### config.mk
export PLATFORM = sky130hd
export DESIGN_NAME = spi_cmd_ctrl
export DESIGN_NICKNAME = d
export VERILOG_FILES = /design/src/rtl/spi_cmd_pkg.sv /design/src/rtl/spi_bus_req.sv /design/src/rtl/spi_cmd_ctrl.sv
export SDC_FILE = /design/constraint.sdc
export NUM_CORES = 1
export LEC_CHECK = 0
export ABC_CLOCK_PERIOD_IN_PS = 2250
export CORE_ASPECT_RATIO = 0.75
export CORE_UTILIZATION = 47
export DETAILED_ROUTE_END_ITERATION = 8
export PLACE_DENSITY = 0.72
export SYNTH_ARGS = -nofsm -noshare
export SYNTH_HDL_FRONTEND = slang
export SYNTH_SLANG_ARGS = --single-unit
export TNS_END_PERCENT = 30
### constraint.sdc
create_clock -name clk -period 2.25 [get_ports clk]
set_clock_uncertainty 0.1 [all_clocks]
set_input_delay 0.45 -clock clk [delete_from_list [all_inputs] [get_ports clk]]
set_output_delay 0.45 -clock clk [all_outputs]
set_load 0.005 [all_outputs]
### src/rtl/spi_cmd_pkg.sv
// Shared definitions for the SPI command sequencer: opcodes, the FSM state
// encoding and the layout of the status byte returned to the host.
package spi_cmd_pkg;

  localparam logic [7:0] OP_WRITE   = 8'h02;
  localparam logic [7:0] OP_READ    = 8'h03;
  localparam logic [7:0] OP_STATUS  = 8'h05;
  localparam logic [7:0] STALL_BYTE = 8'hFF;

  localparam int STAT_BUSY_BIT    = 0;
  localparam int STAT_OVERRUN_BIT = 1;

  // Clocks after a byte boundary within which read data must be presented
  // before the slave is assumed to have started shifting the next byte.
  localparam logic [3:0] LOAD_WINDOW = 4'd8;

  typedef enum logic [2:0] {
    IDLE,
    CMD,
    ADDR,
    WRITE,
    READ,
    STATUS,
    IGNORE
  } state_t;

  function automatic logic [7:0] status_byte(input logic overrun, input logic busy);
    logic [7:0] s;
    s = 8'h00;
    s[STAT_BUSY_BIT]    = busy;
    s[STAT_OVERRUN_BIT] = overrun;
    return s;
  endfunction

endpackage

### src/rtl/spi_bus_req.sv
// Register-bus request holder: captures one write or read request and keeps
// it asserted until the target acknowledges it.
module spi_bus_req (
  input  logic       clk,
  input  logic       rst,
  input  logic       issue_we,
  input  logic       issue_re,
  input  logic [7:0] issue_addr,
  input  logic [7:0] issue_wdata,
  input  logic       bus_ack,
  output logic [7:0] bus_addr,
  output logic [7:0] bus_wdata,
  output logic       bus_we,
  output logic       bus_re,
  output logic       busy
);

  logic [7:0] addr_q, addr_d;
  logic [7:0] wdata_q, wdata_d;
  logic       we_q, we_d;
  logic       re_q, re_d;

  // New requests are only accepted when nothing is outstanding, so we/re
  // can never be high together and a request is never replaced mid-handshake.
  always_comb begin
    addr_d  = addr_q;
    wdata_d = wdata_q;
    we_d    = we_q;
    re_d    = re_q;
    if (we_q || re_q) begin
      if (bus_ack) begin
        we_d = 1'b0;
        re_d = 1'b0;
      end
    end else if (issue_we) begin
      we_d    = 1'b1;
      addr_d  = issue_addr;
      wdata_d = issue_wdata;
    end else if (issue_re) begin
      re_d   = 1'b1;
      addr_d = issue_addr;
    end
  end

  always_ff @(posedge clk) begin
    if (rst) begin
      addr_q  <= 8'h00;
      wdata_q <= 8'h00;
      we_q    <= 1'b0;
      re_q    <= 1'b0;
    end else begin
      addr_q  <= addr_d;
      wdata_q <= wdata_d;
      we_q    <= we_d;
      re_q    <= re_d;
    end
  end

  assign bus_addr  = addr_q;
  assign bus_wdata = wdata_q;
  assign bus_we    = we_q;
  assign bus_re    = re_q;
  assign busy      = we_q | re_q;

endmodule

### src/rtl/spi_cmd_ctrl.sv
// Command sequencer behind the SPI slave byte engine: decodes write, read and
// status frames into register-bus requests and feeds the slave's transmit byte.
module spi_cmd_ctrl (
  input  logic       clk,
  input  logic       rst,
  input  logic       SSEL,
  input  logic       byte_received,
  input  logic [7:0] byte_data_received,
  output logic [7:0] byte_send,
  output logic       send_latch,
  output logic [7:0] bus_addr,
  output logic [7:0] bus_wdata,
  output logic       bus_we,
  output logic       bus_re,
  input  logic [7:0] bus_rdata,
  input  logic       bus_ack,
  output logic       frame_active,
  output logic       overrun
);

  import spi_cmd_pkg::*;

  logic       ssel_meta_q, ssel_meta_d;
  logic       ssel_sync_q, ssel_sync_d;
  state_t     state_q, state_d;
  logic       is_read_q, is_read_d;
  logic [7:0] addr_q, addr_d;
  logic       pend_re_q, pend_re_d;
  logic       send_latch_q, send_latch_d;
  logic [7:0] byte_send_q, byte_send_d;
  logic       overrun_q, overrun_d;
  logic [3:0] win_cnt_q, win_cnt_d;

  logic       frame_act;
  logic       busy;
  logic       issue_we, issue_re;
  logic [7:0] issue_addr;
  logic       rd_hit;
  logic       win_open;
  logic       overrun_set, overrun_clr;

  assign frame_act = ~ssel_sync_q;
  assign win_open  = (win_cnt_q != LOAD_WINDOW);

  // Read data is only used when it belongs to the current slot's address and
  // the slot has not already been filled (by data or by a stall byte).
  assign rd_hit = bus_ack && bus_re && (bus_addr == addr_q) && !send_latch_q
                  && !byte_received;

  always_comb begin
    ssel_meta_d  = SSEL;
    ssel_sync_d  = ssel_meta_q;
    state_d      = state_q;
    is_read_d    = is_read_q;
    addr_d       = addr_q;
    pend_re_d    = pend_re_q;
    send_latch_d = send_latch_q;
    byte_send_d  = byte_send_q;
    win_cnt_d    = win_open ? win_cnt_q + 4'd1 : win_cnt_q;
    issue_we     = 1'b0;
    issue_re     = 1'b0;
    issue_addr   = addr_q;
    overrun_set  = 1'b0;
    overrun_clr  = 1'b0;

    case (state_q)
      IDLE: begin
        if (frame_act) state_d = CMD;
      end
      CMD: begin
        if (byte_received) begin
          if (byte_data_received == OP_WRITE || byte_data_received == OP_READ) begin
            state_d   = ADDR;
            is_read_d = (byte_data_received == OP_READ);
          end else if (byte_data_received == OP_STATUS) begin
            state_d = STATUS;
          end else begin
            state_d = IGNORE;
          end
        end
      end
      ADDR: begin
        if (byte_received) begin
          addr_d = byte_data_received;
          if (is_read_q) begin
            state_d      = READ;
            win_cnt_d    = 4'd0;
            send_latch_d = 1'b0;
            if (!busy) begin
              issue_re   = 1'b1;
              issue_addr = byte_data_received;
              pend_re_d  = 1'b0;
            end else begin
              pend_re_d = 1'b1;
            end
          end else begin
            state_d = WRITE;
          end
        end
      end
      WRITE: begin
        if (byte_received) begin
          if (!busy) begin
            issue_we   = 1'b1;
            issue_addr = addr_q;
            addr_d     = addr_q + 8'd1;
          end else begin
            overrun_set = 1'b1;
          end
        end
      end
      READ: begin
        if (byte_received) begin
          addr_d       = addr_q + 8'd1;
          send_latch_d = 1'b0;
          win_cnt_d    = 4'd0;
          if (!busy) begin
            issue_re   = 1'b1;
            issue_addr = addr_q + 8'd1;
            pend_re_d  = 1'b0;
          end else begin
            pend_re_d = 1'b1;
          end
        end else begin
          if (pend_re_q && !busy) begin
            issue_re  = 1'b1;
            pend_re_d = 1'b0;
          end
          // A stalled slot still lets its late read complete; the data is
          // simply not presented because the slot already carries STALL_BYTE.
          if (rd_hit) begin
            byte_send_d  = bus_rdata;
            send_latch_d = 1'b1;
          end else if (!send_latch_q && !win_open) begin
            byte_send_d  = STALL_BYTE;
            send_latch_d = 1'b1;
          end
        end
      end
      STATUS: begin
        if (byte_received) overrun_clr = 1'b1;
      end
      IGNORE: begin
      end
      default: begin
        state_d = IDLE;
      end
    endcase

    // Frame abort: the FSM unwinds, but any request already on the bus is
    // left to the request holder so the handshake completes normally.
    if (state_q != IDLE && !frame_act) begin
      state_d      = IDLE;
      issue_we     = 1'b0;
      issue_re     = 1'b0;
      pend_re_d    = 1'b0;
      send_latch_d = 1'b0;
      byte_send_d  = 8'h00;
    end

    overrun_d = overrun_q;
    if (overrun_set)      overrun_d = 1'b1;
    else if (overrun_clr) overrun_d = 1'b0;
  end

  always_ff @(posedge clk) begin
    if (rst) begin
      ssel_meta_q  <= 1'b1;
      ssel_sync_q  <= 1'b1;
      state_q      <= IDLE;
      is_read_q    <= 1'b0;
      addr_q       <= 8'h00;
      pend_re_q    <= 1'b0;
      send_latch_q <= 1'b0;
      byte_send_q  <= 8'h00;
      overrun_q    <= 1'b0;
      win_cnt_q    <= 4'd0;
    end else begin
      ssel_meta_q  <= ssel_meta_d;
      ssel_sync_q  <= ssel_sync_d;
      state_q      <= state_d;
      is_read_q    <= is_read_d;
      addr_q       <= addr_d;
      pend_re_q    <= pend_re_d;
      send_latch_q <= send_latch_d;
      byte_send_q  <= byte_send_d;
      overrun_q    <= overrun_d;
      win_cnt_q    <= win_cnt_d;
    end
  end

  spi_bus_req u_bus_req (
    .clk         (clk),
    .rst         (rst),
    .issue_we    (issue_we),
    .issue_re    (issue_re),
    .issue_addr  (issue_addr),
    .issue_wdata (byte_data_received),
    .bus_ack     (bus_ack),
    .bus_addr    (bus_addr),
    .bus_wdata   (bus_wdata),
    .bus_we      (bus_we),
    .bus_re      (bus_re),
    .busy        (busy)
  );

  assign byte_send    = (state_q == STATUS) ? status_byte(overrun_q, busy) : byte_send_q;
  assign send_latch   = (state_q == STATUS) | send_latch_q;
  assign frame_active = frame_act;
  assign overrun      = overrun_q;

endmodule
==> impl.org <==
** Worst setup path
- The most critical setup path has its startpoint at state_q[2]$_SDFFE_PP0P_.
- Crit. End Element :: output port
- The critical path in this run is classified as reg -> out.
- Required time worst endpoint :: 1700 ps
- Beginning of the worst register-to-register path :: state_q[1]$_SDFFE_PP0P_
- The worst setup path is launched from a flop.
- Data on the critical path arrives at its endpoint at 1640 ps.
- Worst Path Max Fanout :: 9

** Die
- Die height :: 69.2 µm
- The core region is 5800 µm².
- The floorplan step set the die width to 91.6 µm.
- For this configuration, the core starts out at a cell density of 48.8%.
- The initialized floorplan defines 24 standard-cell rows.
- IO Pins :: 50
- The die covers 6330 µm².

** Detailed routing
- After detailed routing, the average wire length per cell comes to 15.4 µm.
- For this run, design rule violations remaining after detail routing come to 0.
- Routed vias/inst :: 5.79
- Routed Wire Length :: 7.58 mm
- The count of nets left with antenna violations once routing finished came out at 0.
- DRC marker count from the first detailed-route iteration :: 282
- Overall via count from detail_route :: 2849
- Before antenna repair, the detailed router went through 5 iterations.

** Job
- The tool flagged a number of max-cap violations equal to 0.

** STA
- In this run the tightest slew margin relative to its limit is 60.0%.
- The count of final hold-check violations was 0.
- Adding up every negative setup slack in the final design gives 0 ps.
- Setup violations remaining at the end of the flow were counted as 0.
- Post-route minimum period :: 2190 ps
- The number of max-slew violations in the final report was 0.
- Setup repair after global routing could not meet its margin everywhere.
- Worst Max-Slew Pin Slew :: 585 ps
- The worst path uses 97.5% of the clock period.
- Max Clk Rate :: 456 MHz
- After layout, the worst setup slack is 56.9 ps.

** Synth
- Cell taking the most area after synthesis :: sky130_fd_sc_hd__dfxtp_1
- Among all flip-flop cells after synthesis, the most frequent one is sky130_fd_sc_hd__dfxtp_1.
- sky130_fd_sc_hd__dfxtp_1 is the most common cell in the netlist.
- Synth area leaders :: sky130_fd_sc_hd__dfxtp_1 (33%), sky130_fd_sc_hd__nor2_1 (6.0%), sky130_fd_sc_hd__xor2_1 (3.4%)
- By count the netlist is led by sky130_fd_sc_hd__dfxtp_1 (47), sky130_fd_sc_hd__nor2_1 (45), sky130_fd_sc_hd__nand2_1 (23).
- After synthesis, the largest family of logic cells by area is simple AND/OR/NAND/NOR gates.
- Post-synth ARST share :: 0%
- Counting every net in the synthesized netlist gives 370.
- Flop and latch count out of synthesis :: 47
- In this run the cell area of the synthesized design comes to 2830 µm².
- Sequential cell area fraction in the yosys report :: 33.3%
- Yosys mapped a number of flops with a built-in enable equal to 0.
- Synthesis produced 346 cells.
- The synthesized netlist devotes 23.9% of its cell area to compound gates.
- Each instance of the synthesized netlist takes up on average 8.17 µm².
- The synthesized netlist devotes 4.03% of its cell area to XOR and XNOR gates.
- Top-area cell type share of the netlist area :: 33.3%
- Mux share of post-synthesis cell area :: 3.98%
- Unique masters post-synth :: 69
- Adder and majority cell fraction of the synthesized area :: 1.68%
- Synthesis warning total :: 0
- The synthesized netlist devotes 26.6% of its cell area to simple gates.

** Place
- At the end of routability-driven placement, the weighted congestion stood at 0.926.
- Detailed placement ended at an HPWL of 5.55 mm.
- Before CTS, the worst setup slack after placement is -182 ps.
- Port Buffer Count :: 49

** Clock tree
- The H-tree generated during clock tree synthesis spans 2 levels.
- CTS placed an instance of sky130_fd_sc_hd__clkbuf_8 at the clock tree root.
- Clock slew at the register clock pins of the worst setup and hold paths :: 100 ps
- In this run, CTS created clock tree buffers numbering 5.
- CTS tree :: built
- The later pin in the worst-skew pair is clocked with a latency of 310 ps.
- The number of setup buffers added after CTS is 0.
- Max clock buf depth :: 2
- Number of sinks on the clock net :: 47
- Hold buffer count at CTS :: 0

** Global routing
- Global routing used 24.8% of the available tracks.
- Entering global routing, the biggest net connects 35 pins.
- The first global-routing pass estimated 12.6 mm of wire.
- Global Route met1 Usage :: 39.6%
- met1 is the most crowded layer.
- Global routing finished with a remaining overflow of 0.
- In the global route stage, met2 resource usage came out at 34.3%.
- Number of antenna violations at the first check in global routing :: 0
- The via count of the first global-routing pass was 2530.
- Global routing consumed, on the met3 layer, 4.06% of the routing resources.

** Pwr
- Worst IR drop on VDD :: 0.372 mV
- Total power divided by cell area :: 425 nW/µm²
- The design draws 1.58 mW.
- Reported leakage power :: 1.47 nW

** Hold path
- Classification of the worst-slack hold path :: reg -> reg
- Worst Min Path Start :: ssel_meta_q$_SDFF_PP1_

** Cells and area
- The area growth from synthesis to layout is 31.5%.
- 0 antenna diodes ended up in the layout.
- The net count of the finished layout is 437.
- Share of layout cells above drive strength 1 :: 18.6%

** Run status
- Outcome :: finished clean
cells in the final DEF (no fill, tap or decap), types with 3 or more instances in the layout:
| cell type | instances |
|---|---|
| sky130_fd_sc_hd__mux2i_1 | 9 |
| sky130_fd_sc_hd__nand3_1 | 13 |
| sky130_fd_sc_hd__nor2_1 | 45 |
| sky130_fd_sc_hd__o221a_2 | 8 |
| sky130_fd_sc_hd__dfxtp_1 | 45 |
| sky130_fd_sc_hd__nand2b_1 | 6 |
| sky130_fd_sc_hd__nand2_1 | 22 |
| sky130_fd_sc_hd__buf_4 | 36 |
| sky130_fd_sc_hd__nand4_1 | 3 |
| sky130_fd_sc_hd__or2_2 | 3 |
| sky130_fd_sc_hd__a22oi_1 | 4 |
| sky130_fd_sc_hd__inv_1 | 12 |
| sky130_fd_sc_hd__a21oi_1 | 19 |
| sky130_fd_sc_hd__clkdlybuf4s50_1 | 48 |
| sky130_fd_sc_hd__a22o_1 | 4 |
| sky130_fd_sc_hd__o21ai_0 | 19 |
| sky130_fd_sc_hd__a211oi_1 | 5 |
| sky130_fd_sc_hd__xor2_1 | 11 |
| sky130_fd_sc_hd__and3b_1 | 3 |
| sky130_fd_sc_hd__nor2b_1 | 4 |
| sky130_fd_sc_hd__a311oi_1 | 4 |
| sky130_fd_sc_hd__nor3_1 | 8 |
| sky130_fd_sc_hd__a311o_1 | 3 |
| sky130_fd_sc_hd__clkbuf_8 | 7 |
| sky130_fd_sc_hd__nor4_1 | 4 |
| sky130_fd_sc_hd__a31oi_1 | 4 |
| sky130_fd_sc_hd__and2_1 | 7 |
| sky130_fd_sc_hd__and3_1 | 3 |
| sky130_fd_sc_hd__ha_1 | 3 |
report_power, final:
group          leakage [nW]  total (mW)  internal, mW  switching [mW]
Clock                0.0515       0.571         0.281           0.290
Combinational          1.04       0.160        0.0819          0.0781
Sequential            0.381       0.848         0.839         0.00916
layer usage:
| layer | wire (µm) | part of all wire [%] |
|---|---|---|
| met4 | 55 | 0.73 |
| met3 | 580 | 7.7 |
| met1 | 3860 | 51 |
| met5 | 0 | 0 |
| met2 | 3080 | 41 |
logic make-up (layout without fill, tap and decap cells):
group                    Yosys count  in the layout
AND/OR/NAND/NOR                  141            141
flip-flops                        47             47
AO/OA/AOI/OAI                     91             91
multiplexers                      11             11
XOR/XNOR                          13             13
buffers and inverters             39            107
adder cells (fa/ha/maj)            4              4
critical path: stages (launching register included):
cell and delay, ps:
sky130_fd_sc_hd__dfxtp_2 330, sky130_fd_sc_hd__nor2b_4 130, sky130_fd_sc_hd__nand2_4 100, sky130_fd_sc_hd__mux2_2 340, sky130_fd_sc_hd__clkdlybuf4s50_1 450
flip-flops by register name, summed over array words and instances, names as in the netlist:
name                 cells
u_bus_req.bus_addr       8
addr_q                   8
ssel_meta_q              1
is_read_q                1
ssel_sync_q              1
u_bus_req.bus_re         1
win_cnt_q                4
u_bus_req.bus_we         1
overrun                  1
send_latch_q             1
state_q                  3
byte_send_q              8
u_bus_req.bus_wdata      8
pend_re_q                1
cell type report:
class / instances / area (µm²)
sequential: 47 / 946
fill: 513 / 2080
inverter: 12 / 45.0
clock buffer: 8 / 100
multi-input combinational: 260 / 1730
tap: 78 / 97.6
timing repair buffer: 87 / 803
per-stage QoR:
step / utilization (%) / cells / area (µm²) / hold WS, ps
final: 64.2 / 492 / 3720 / 325
after global routing: 64.2 / 492 / 3720 / 362
after CTS: 64.0 / 492 / 3710 / 325
after detailed placement: 61.9 / 484 / 3590 / 300
after global placement: 61.9 / 484 / 3590 / 308
after floorplan: - / 346 / 2830 / 289
repair_timing:
item / 4_1_cts / 5_1_grt
pin swaps: 1 / 0
setup endpoints to repair: 9 / 3
gates resized for setup: 7 / 3
endpoints found under the hold margin: 0 / 0
path summary, 6_finish.rpt:
kind                                   endpoint  slack [ps]  cells after the start
setup / recovery                   byte_send[1]          60                      4
hold / removal           ssel_sync_q$_SDFF_PP1_         330                      1
setup reg to reg  u_bus_req.bus_re$_SDFFE_PP0P_         190                      7
hold reg to reg          ssel_sync_q$_SDFF_PP1_         330                      1
(Power assumes the default switching activity.)
